$ cat src/rtl/gpio_pkg.sv
// Shared constants for the APB GPIO block: register offsets, interrupt encodings
// and the byte-strobe mask helper.
package gpio_pkg;

   localparam int GPIO_MAX_W = 32;

   localparam logic [31:0] OFF_DIR        = 32'h00;
   localparam logic [31:0] OFF_DATA_OUT   = 32'h04;
   localparam logic [31:0] OFF_DATA_IN    = 32'h08;
   localparam logic [31:0] OFF_IRQ_EN     = 32'h0C;
   localparam logic [31:0] OFF_IRQ_TYPE   = 32'h10;
   localparam logic [31:0] OFF_IRQ_POL    = 32'h14;
   localparam logic [31:0] OFF_IRQ_STATUS = 32'h18;
   localparam logic [31:0] OFF_DATA_SET   = 32'h1C;
   localparam logic [31:0] OFF_DATA_CLR   = 32'h20;

   typedef enum logic {
      IRQ_LEVEL = 1'b0,
      IRQ_EDGE  = 1'b1
   } irq_type_e;

   // Edge pins: rising/falling. Level pins: high/low.
   typedef enum logic {
      POL_LOW_FALL  = 1'b0,
      POL_HIGH_RISE = 1'b1
   } irq_pol_e;

   function automatic logic [GPIO_MAX_W-1:0] strb_mask(input logic [3:0] strb);
      logic [GPIO_MAX_W-1:0] mask;
      for (int i = 0; i < 4; i++) begin
         mask[i*8 +: 8] = {8{strb[i]}};
      end
      return mask;
   endfunction

endpackage

$ cat src/rtl/gpio_sync_edge.sv
// One GPIO input pin: metastability synchroniser, previous-value flop and the
// interrupt qualifier (edge or level, selected polarity).
module gpio_sync_edge
   import gpio_pkg::*;
#(
   parameter int SYNC_STAGES = 2
) (
   input  logic clk,
   input  logic rst_n,
   input  logic pin,
   input  logic irq_type,
   input  logic irq_pol,
   output logic data_in,
   output logic hit
);

   logic [SYNC_STAGES-1:0] sync_q;
   logic                   prev_q;
   logic                   rise;
   logic                   fall;

   // NOTE: sequential state uses non-blocking assignments so every flop samples
   // the pre-edge value of its neighbour; blocking here would collapse the chain.
   always_ff @(posedge clk or negedge rst_n) begin
      if (!rst_n) begin
         sync_q <= '0;
         prev_q <= 1'b0;
      end else begin
         sync_q <= {sync_q[SYNC_STAGES-2:0], pin};
         prev_q <= sync_q[SYNC_STAGES-1];
      end
   end

   assign data_in = sync_q[SYNC_STAGES-1];
   assign rise    = data_in & ~prev_q;
   assign fall    = ~data_in & prev_q;

   // NOTE: every output of a combinational block gets a default first, so no
   // path through the if/else can leave it unassigned and infer a latch.
   always_comb begin
      hit = 1'b0;
      if (irq_type_e'(irq_type) == IRQ_EDGE) begin
         hit = (irq_pol_e'(irq_pol) == POL_HIGH_RISE) ? rise : fall;
      end else begin
         hit = (irq_pol_e'(irq_pol) == POL_HIGH_RISE) ? data_in : ~data_in;
      end
   end

endmodule

$ cat src/rtl/apb_gpio_irq.sv
// APB GPIO slave with per-pin direction, synchronised inputs and edge/level IRQs.
// Define GPIO_ATOMIC_SETCLR_EN to add the DATA_SET / DATA_CLR write-only registers.
module apb_gpio_irq
   import gpio_pkg::*;
#(
   parameter int GPIO_W      = 8,
   parameter int SYNC_STAGES = 2,
   parameter int ADDR_W      = 6
) (
   input  logic              PCLK,
   input  logic              PRESETn,
   input  logic              PSEL,
   input  logic              PENABLE,
   input  logic              PWRITE,
   input  logic [3:0]        PSTRB,
   input  logic [31:0]       PADDR,
   input  logic [31:0]       PWDATA,
   output logic [31:0]       PRDATA,
   output logic              PREADY,
   output logic              PSLVERR,
   input  logic [GPIO_W-1:0] GPIO_DATA_IN,
   output logic [GPIO_W-1:0] GPIO_DATA_OUT,
   output logic [GPIO_W-1:0] GPIO_OE,
   output logic              IRQ
);

   logic [GPIO_W-1:0] dir_q;
   logic [GPIO_W-1:0] data_out_q;
   logic [GPIO_W-1:0] irq_en_q;
   logic [GPIO_W-1:0] irq_type_q;
   logic [GPIO_W-1:0] irq_pol_q;
   logic [GPIO_W-1:0] irq_status_q;
   logic              irq_q;

   logic [GPIO_W-1:0] data_in;
   logic [GPIO_W-1:0] hit;
   logic [GPIO_W-1:0] data_out_next;
   logic [GPIO_W-1:0] status_next;
   logic [GPIO_W-1:0] wmask;
   logic [GPIO_W-1:0] wdata;
   logic [GPIO_W-1:0] w1c;
   logic [31:0]       wmask_full;
   logic [31:0]       off;
   logic              access;
   logic              mapped;
   logic              err;
   logic              do_wr;
   logic              unused_bits;

   // ---------------------------------------------------------------- input path
   for (genvar i = 0; i < GPIO_W; i++) begin : g_pin
      gpio_sync_edge #(
         .SYNC_STAGES(SYNC_STAGES)
      ) u_sync_edge (
         .clk      (PCLK),
         .rst_n    (PRESETn),
         .pin      (GPIO_DATA_IN[i]),
         .irq_type (irq_type_q[i]),
         .irq_pol  (irq_pol_q[i]),
         .data_in  (data_in[i]),
         .hit      (hit[i])
      );
   end

   // ---------------------------------------------------------------- APB decode
   assign access      = PSEL & PENABLE;
   assign off         = 32'(PADDR[ADDR_W-1:0]) & ~32'h3;
   assign wmask_full  = strb_mask(PSTRB);
   assign wmask       = wmask_full[GPIO_W-1:0];
   assign wdata       = PWDATA[GPIO_W-1:0];
   assign unused_bits = ^{PADDR, PWDATA, wmask_full};

   always_comb begin
      mapped = 1'b1;
      case (off)
         OFF_DIR, OFF_DATA_OUT, OFF_DATA_IN, OFF_IRQ_EN,
         OFF_IRQ_TYPE, OFF_IRQ_POL, OFF_IRQ_STATUS: mapped = 1'b1;
`ifdef GPIO_ATOMIC_SETCLR_EN
         OFF_DATA_SET, OFF_DATA_CLR:                mapped = 1'b1;
`endif
         default:                                   mapped = 1'b0;
      endcase
   end

   assign err     = access & (~mapped | (PWRITE & (off == OFF_DATA_IN)));
   assign do_wr   = access & PWRITE & ~err;
   assign PSLVERR = err;
   assign PREADY  = 1'b1;

   always_comb begin
      PRDATA = '0;
      if (PSEL && !PWRITE) begin
         case (off)
            OFF_DIR:        PRDATA = 32'(dir_q);
            OFF_DATA_OUT:   PRDATA = 32'(data_out_q);
            OFF_DATA_IN:    PRDATA = 32'(data_in);
            OFF_IRQ_EN:     PRDATA = 32'(irq_en_q);
            OFF_IRQ_TYPE:   PRDATA = 32'(irq_type_q);
            OFF_IRQ_POL:    PRDATA = 32'(irq_pol_q);
            OFF_IRQ_STATUS: PRDATA = 32'(irq_status_q);
            default:        PRDATA = '0;
         endcase
      end
   end

   // ---------------------------------------------------------------- next state
   always_comb begin
      data_out_next = data_out_q;
      if (do_wr && off == OFF_DATA_OUT) begin
         data_out_next = (data_out_q & ~wmask) | (wdata & wmask);
      end
`ifdef GPIO_ATOMIC_SETCLR_EN
      if (do_wr && off == OFF_DATA_SET) begin
         data_out_next = data_out_next | (wdata & wmask);
      end
      // Applied after SET so CLR wins on a shared bit.
      if (do_wr && off == OFF_DATA_CLR) begin
         data_out_next = data_out_next & ~(wdata & wmask);
      end
`endif
   end

   // Edge bits are sticky with set beating W1C; level bits follow the live condition.
   assign w1c         = (do_wr && off == OFF_IRQ_STATUS) ? (wdata & wmask) : '0;
   assign status_next = (irq_type_q & ((irq_status_q & ~w1c) | hit)) | (~irq_type_q & hit);

   // ---------------------------------------------------------------- registers
   always_ff @(posedge PCLK or negedge PRESETn) begin
      if (!PRESETn) begin
         dir_q        <= '0;
         data_out_q   <= '0;
         irq_en_q     <= '0;
         irq_type_q   <= '0;
         irq_pol_q    <= '0;
         irq_status_q <= '0;
         irq_q        <= 1'b0;
      end else begin
         if (do_wr && off == OFF_DIR)      dir_q      <= (dir_q & ~wmask) | (wdata & wmask);
         if (do_wr && off == OFF_IRQ_EN)   irq_en_q   <= (irq_en_q & ~wmask) | (wdata & wmask);
         if (do_wr && off == OFF_IRQ_TYPE) irq_type_q <= (irq_type_q & ~wmask) | (wdata & wmask);
         if (do_wr && off == OFF_IRQ_POL)  irq_pol_q  <= (irq_pol_q & ~wmask) | (wdata & wmask);
         data_out_q   <= data_out_next;
         irq_status_q <= status_next;
         irq_q        <= |(irq_status_q & irq_en_q);
      end
   end

   assign GPIO_OE       = dir_q;
   assign GPIO_DATA_OUT = data_out_q;
   assign IRQ           = irq_q;

endmodule

$ cat config.mk
export PLATFORM = sky130hd
export DESIGN_NAME = apb_gpio_irq
export DESIGN_NICKNAME = d
export VERILOG_FILES = /design/src/rtl/gpio_pkg.sv /design/src/rtl/gpio_sync_edge.sv /design/src/rtl/apb_gpio_irq.sv
export SDC_FILE = /design/constraint.sdc
export NUM_CORES = 1
export LEC_CHECK = 0
export ABC_AREA = 1
export BUFFER_PORTS_ARGS = -buffer_cell sky130_fd_sc_hd__buf_2
export CAP_MARGIN = 15
export CORE_AREA = 3 3 100 102
export DETAILED_ROUTE_END_ITERATION = 12
export DIE_AREA = 0 0 103 105
export GPL_TIMING_DRIVEN = 0
export MAX_ROUTING_LAYER = met4
export PLACE_DENSITY = 0.7
export SYNTH_ARGS = -nofsm -noshare
export SYNTH_HDL_FRONTEND = slang
export SYNTH_SLANG_ARGS = --single-unit
$ cat constraint.sdc
create_clock -name PCLK -period 1.6 [get_ports PCLK]
set_input_delay 0.08 -clock PCLK [delete_from_list [all_inputs] [get_ports PCLK]]
set_output_delay 0.08 -clock PCLK [all_outputs]
set_load 0.005 [all_outputs]
==> reports/summary.txt <==
CTS clk-pin slew, worst paths - 0.08 ns
PortBufs - 51
Post-synth ARST share - 100.0%
simple-gate portion of the synthesized area - 37.10%
Synth Area in XOR/XNOR - 0%
Remaining Overflow, GRT - 0
r2r endpoint - IRQ$_DFF_PN0_
Root Driver - clkbuf_8
first-pass GRT wire length - 18.64 mm
Synth area leader - dfrtp_1
DR iter-0 viols - 254
final WL - 11.46 mm
FF-to-FF setup slack - 0.53 ns
vias in the first global route - 3741
width of the die - 103 um
compound-gate portion of the synthesized area - 3.195%
Antenna Cells - 0
Main synth FF type - dfrtp_1
WL per Instance - 16.12 um
Post-DP HPWL - 8.093 mm
Die Area - 0.01082 mm^2
top post-synthesis cells by area - dfrtp_1 48%, nand2_1 15%, nand3_1 13%, buf_4 5.1%, inv_1 4.4%
clk sink count - 73
Nets - 677
Worst IR Drop VDD - 0.0004677 V
Reg area - 0.001827 mm^2
Post-synth EDFFs - 0
Die H - 105 um
Num CTS Buffers - 9
H-tree depth reported by CTS - 3
HP Class - in -> reg
CTS tree - done
Pre-antenna DRT Iters - 5
status - complete, no violations
Final setup viols - 0
most common library cells after synthesis - 155 x nand2_1, 97 x nand3_1, 73 x dfrtp_1, 45 x inv_1, 42 x nor2_1
DRC violations left - 0
#FFs+latches synth - 73
post-synthesis mux area share - 0%
Initial Util - 41.73%
PwrDens - 852.3 mW/mm^2
Fmax achieved - 0.6647 GHz
worst reg2reg path startpoint - irq_status_q[2]$_DFF_PN0_
row cnt - 35
fraction of layout cells with a size suffix above 1 - 21.33%
register area share after synthesis - 47.60%
Core Util, Final - 50.61%
area share of the largest cell type after synthesis - 47.60%
final worst path period need - 1.504 ns
Synth Area per Inst - 7.660 um^2
CP Cell Sequence - buf_2 -> inv_2 -> nor2_4 -> buf_2 -> nand3_1 -> nand2_1 -> nor2_1 -> a21oi_1 -> buf_2
adder-cell share of the synthesized area - 0%
non-filler instance count after layout - 711
largest stage delay on the critical path - 0.31 ns
Slew HR - 57.67%
worst skew pair latency - 0.35 ns
CP arrival - 1.42 ns
area of the multi-input gates - 0.001650 mm^2
core footprint - 0.009196 mm^2
Leak - 0.002644 uW
most numerous cell in the Yosys netlist - nand2_1
vias post-DR - 3757
GPL Wtd Cong - 0.9533
Crit path required time - 1.52 ns
mapped cell area - 0.003837 mm^2
R2R depth - 4
Synth-to-Final Area Change - 21.29%
placed cells - 687
post-synthesis cell type count - 18
startpoint types - input pin
io pins - 132
routed vias/inst - 5.284
post-route ant nets - 0
CP max FO - 10
max_cap viols - 0
Hold Path Stages - 3
worst-case clock buffer depth - 2
hold_sp - PWDATA[2]
Setup Skew - 0.009402 ns
antenna violations before repair - 0
synthesis warning total - 0
Max Transition Viols Final - 0
Fillers - 928
critical path endpoint category - primary output
Mapped Cells - 501
slowest cell on the critical path - buf_2
largest net degree at the start of global routing - 48
fin crit share - 94.03%
Final Hold Viols - 0
largest family of logic cells by synthesized area - simple AND/OR/NAND/NOR gates
worst slew pin tran - 0.6342 ns
GR Util All Layers - 22.97%
type of the worst setup path - in -> out
RSZ-0062 raised after global routing - no
CP most frequent cell - buf_2
==> metal layers <==
metal	global-route usage [%]	routed length [um]	vias to the layer above
met5	-	0	-
met4	8.788	367	0
met3	5.140	1122	32
met2	33.91	5167	211
met1	30.70	4803	1767
li1	-	-	1747
==> critical path, delay by kind of cell <==
kind | cells | cell delay (ns)
compound gates | 1 | 0.20
simple gates | 4 | 0.43
buf+inv | 4 | 0.70
==> layout by cell type, fill, tap and decap left out <==
| cell | synthesis | final |
|---|---|---|
| nand2_1 | 155 | 154 |
| nand3_1 | 97 | 97 |
| dfrtp_1 | 73 | 73 |
| buf_2 | 14 | 61 |
| inv_1 | 45 | 45 |
| nor2_1 | 42 | 41 |
| buf_4 | 26 | 27 |
| conb_1 | 2 | 25 |
| clkbuf_8 | 0 | 11 |
| a21oi_1 | 9 | 9 |
| dlygate4sd3_1 | 0 | 9 |
| nand4_1 | 8 | 8 |
| o31ai_1 | 8 | 8 |
| nor2_2 | 6 | 6 |
| inv_2 | 6 | 6 |
| nand4_2 | 4 | 4 |
| nor2_4 | 2 | 3 |
| clkbuf_4 | 0 | 2 |
| a221oi_1 | 2 | 2 |
| clkinv_2 | 0 | 2 |
| buf_6 | 0 | 1 |
| nand2_2 | 0 | 1 |
| nand3_4 | 1 | 1 |
| nand4_4 | 1 | 1 |
| clkbuf_1 | 0 | 1 |
| bufinv_16 | 0 | 1 |
| buf_16 | 0 | 1 |
==> power by group <==
part | switching [uW] | internal (uW) | leakage, uW
clock | 679 | 793 | 0.000102
sequential | 84.6 | 1940 | 0.000939
combinational | 289 | 182 | 0.00160
==> logic make-up (layout without fill, tap and decap cells) <==
kind of cell	after synthesis	after routing
AO/OA/AOI/OAI	19	19
buffers and inverters	91	167
flip-flops	73	73
other	2	25
AND/OR/NAND/NOR	316	316
==> timing repair <==
action / 4_1_cts / 5_1_grt
hold endpoints to repair: 35 / 0
resized for setup: 0 / 8
setup endpoints to repair: 0 / 6
setup buffers: 0 / 0
hold buffers: 9 / 0
==> worst max-delay path by stage <==
stage | start | slack, ns | end
floorplan | PADDR[4] | 0.54 | flip-flop
global placement | PADDR[3] | -0.17 | flip-flop
detailed placement | PADDR[3] | -0.16 | flip-flop
CTS | PADDR[4] | 0.006 | PRDATA[6]
global route | PADDR[4] | 0.001 | PRDATA[4]
finish | PADDR[3] | 0.1 | PRDATA[7]
==> per-stage QoR <==
step | hold slack [ns] | power [uW] | setup slack (ns) | instance area, um^2 | setup TNS, ns
CTS | 0.02812 | 3983 | 0.006274 | 4633 | 0
detailed placement | 0.02395 | 2502 | -0.1564 | 4348 | -1.344
global route | 0.03213 | 4155 | 0.001272 | 4654 | 0
floorplan | -0.2156 | 2283 | 0.5395 | 3924 | 0
global placement | 0.1891 | 2483 | -0.1722 | 4318 | -2.327
finish | 0.03401 | 3967 | 0.09559 | 4654 | 0
==> area by class of cell <==
class	count	share of cell area (%)
Buffer	40	5.941
Clock buffer	12	3.333
Clock inverter	3	0.8602
Inverter	51	4.113
Multi-Input combinational cell	360	35.46
Sequential cell	73	39.25
Tap cell	111	2.984
Timing Repair Buffer	61	8.065
(Power assumes the default switching activity.)
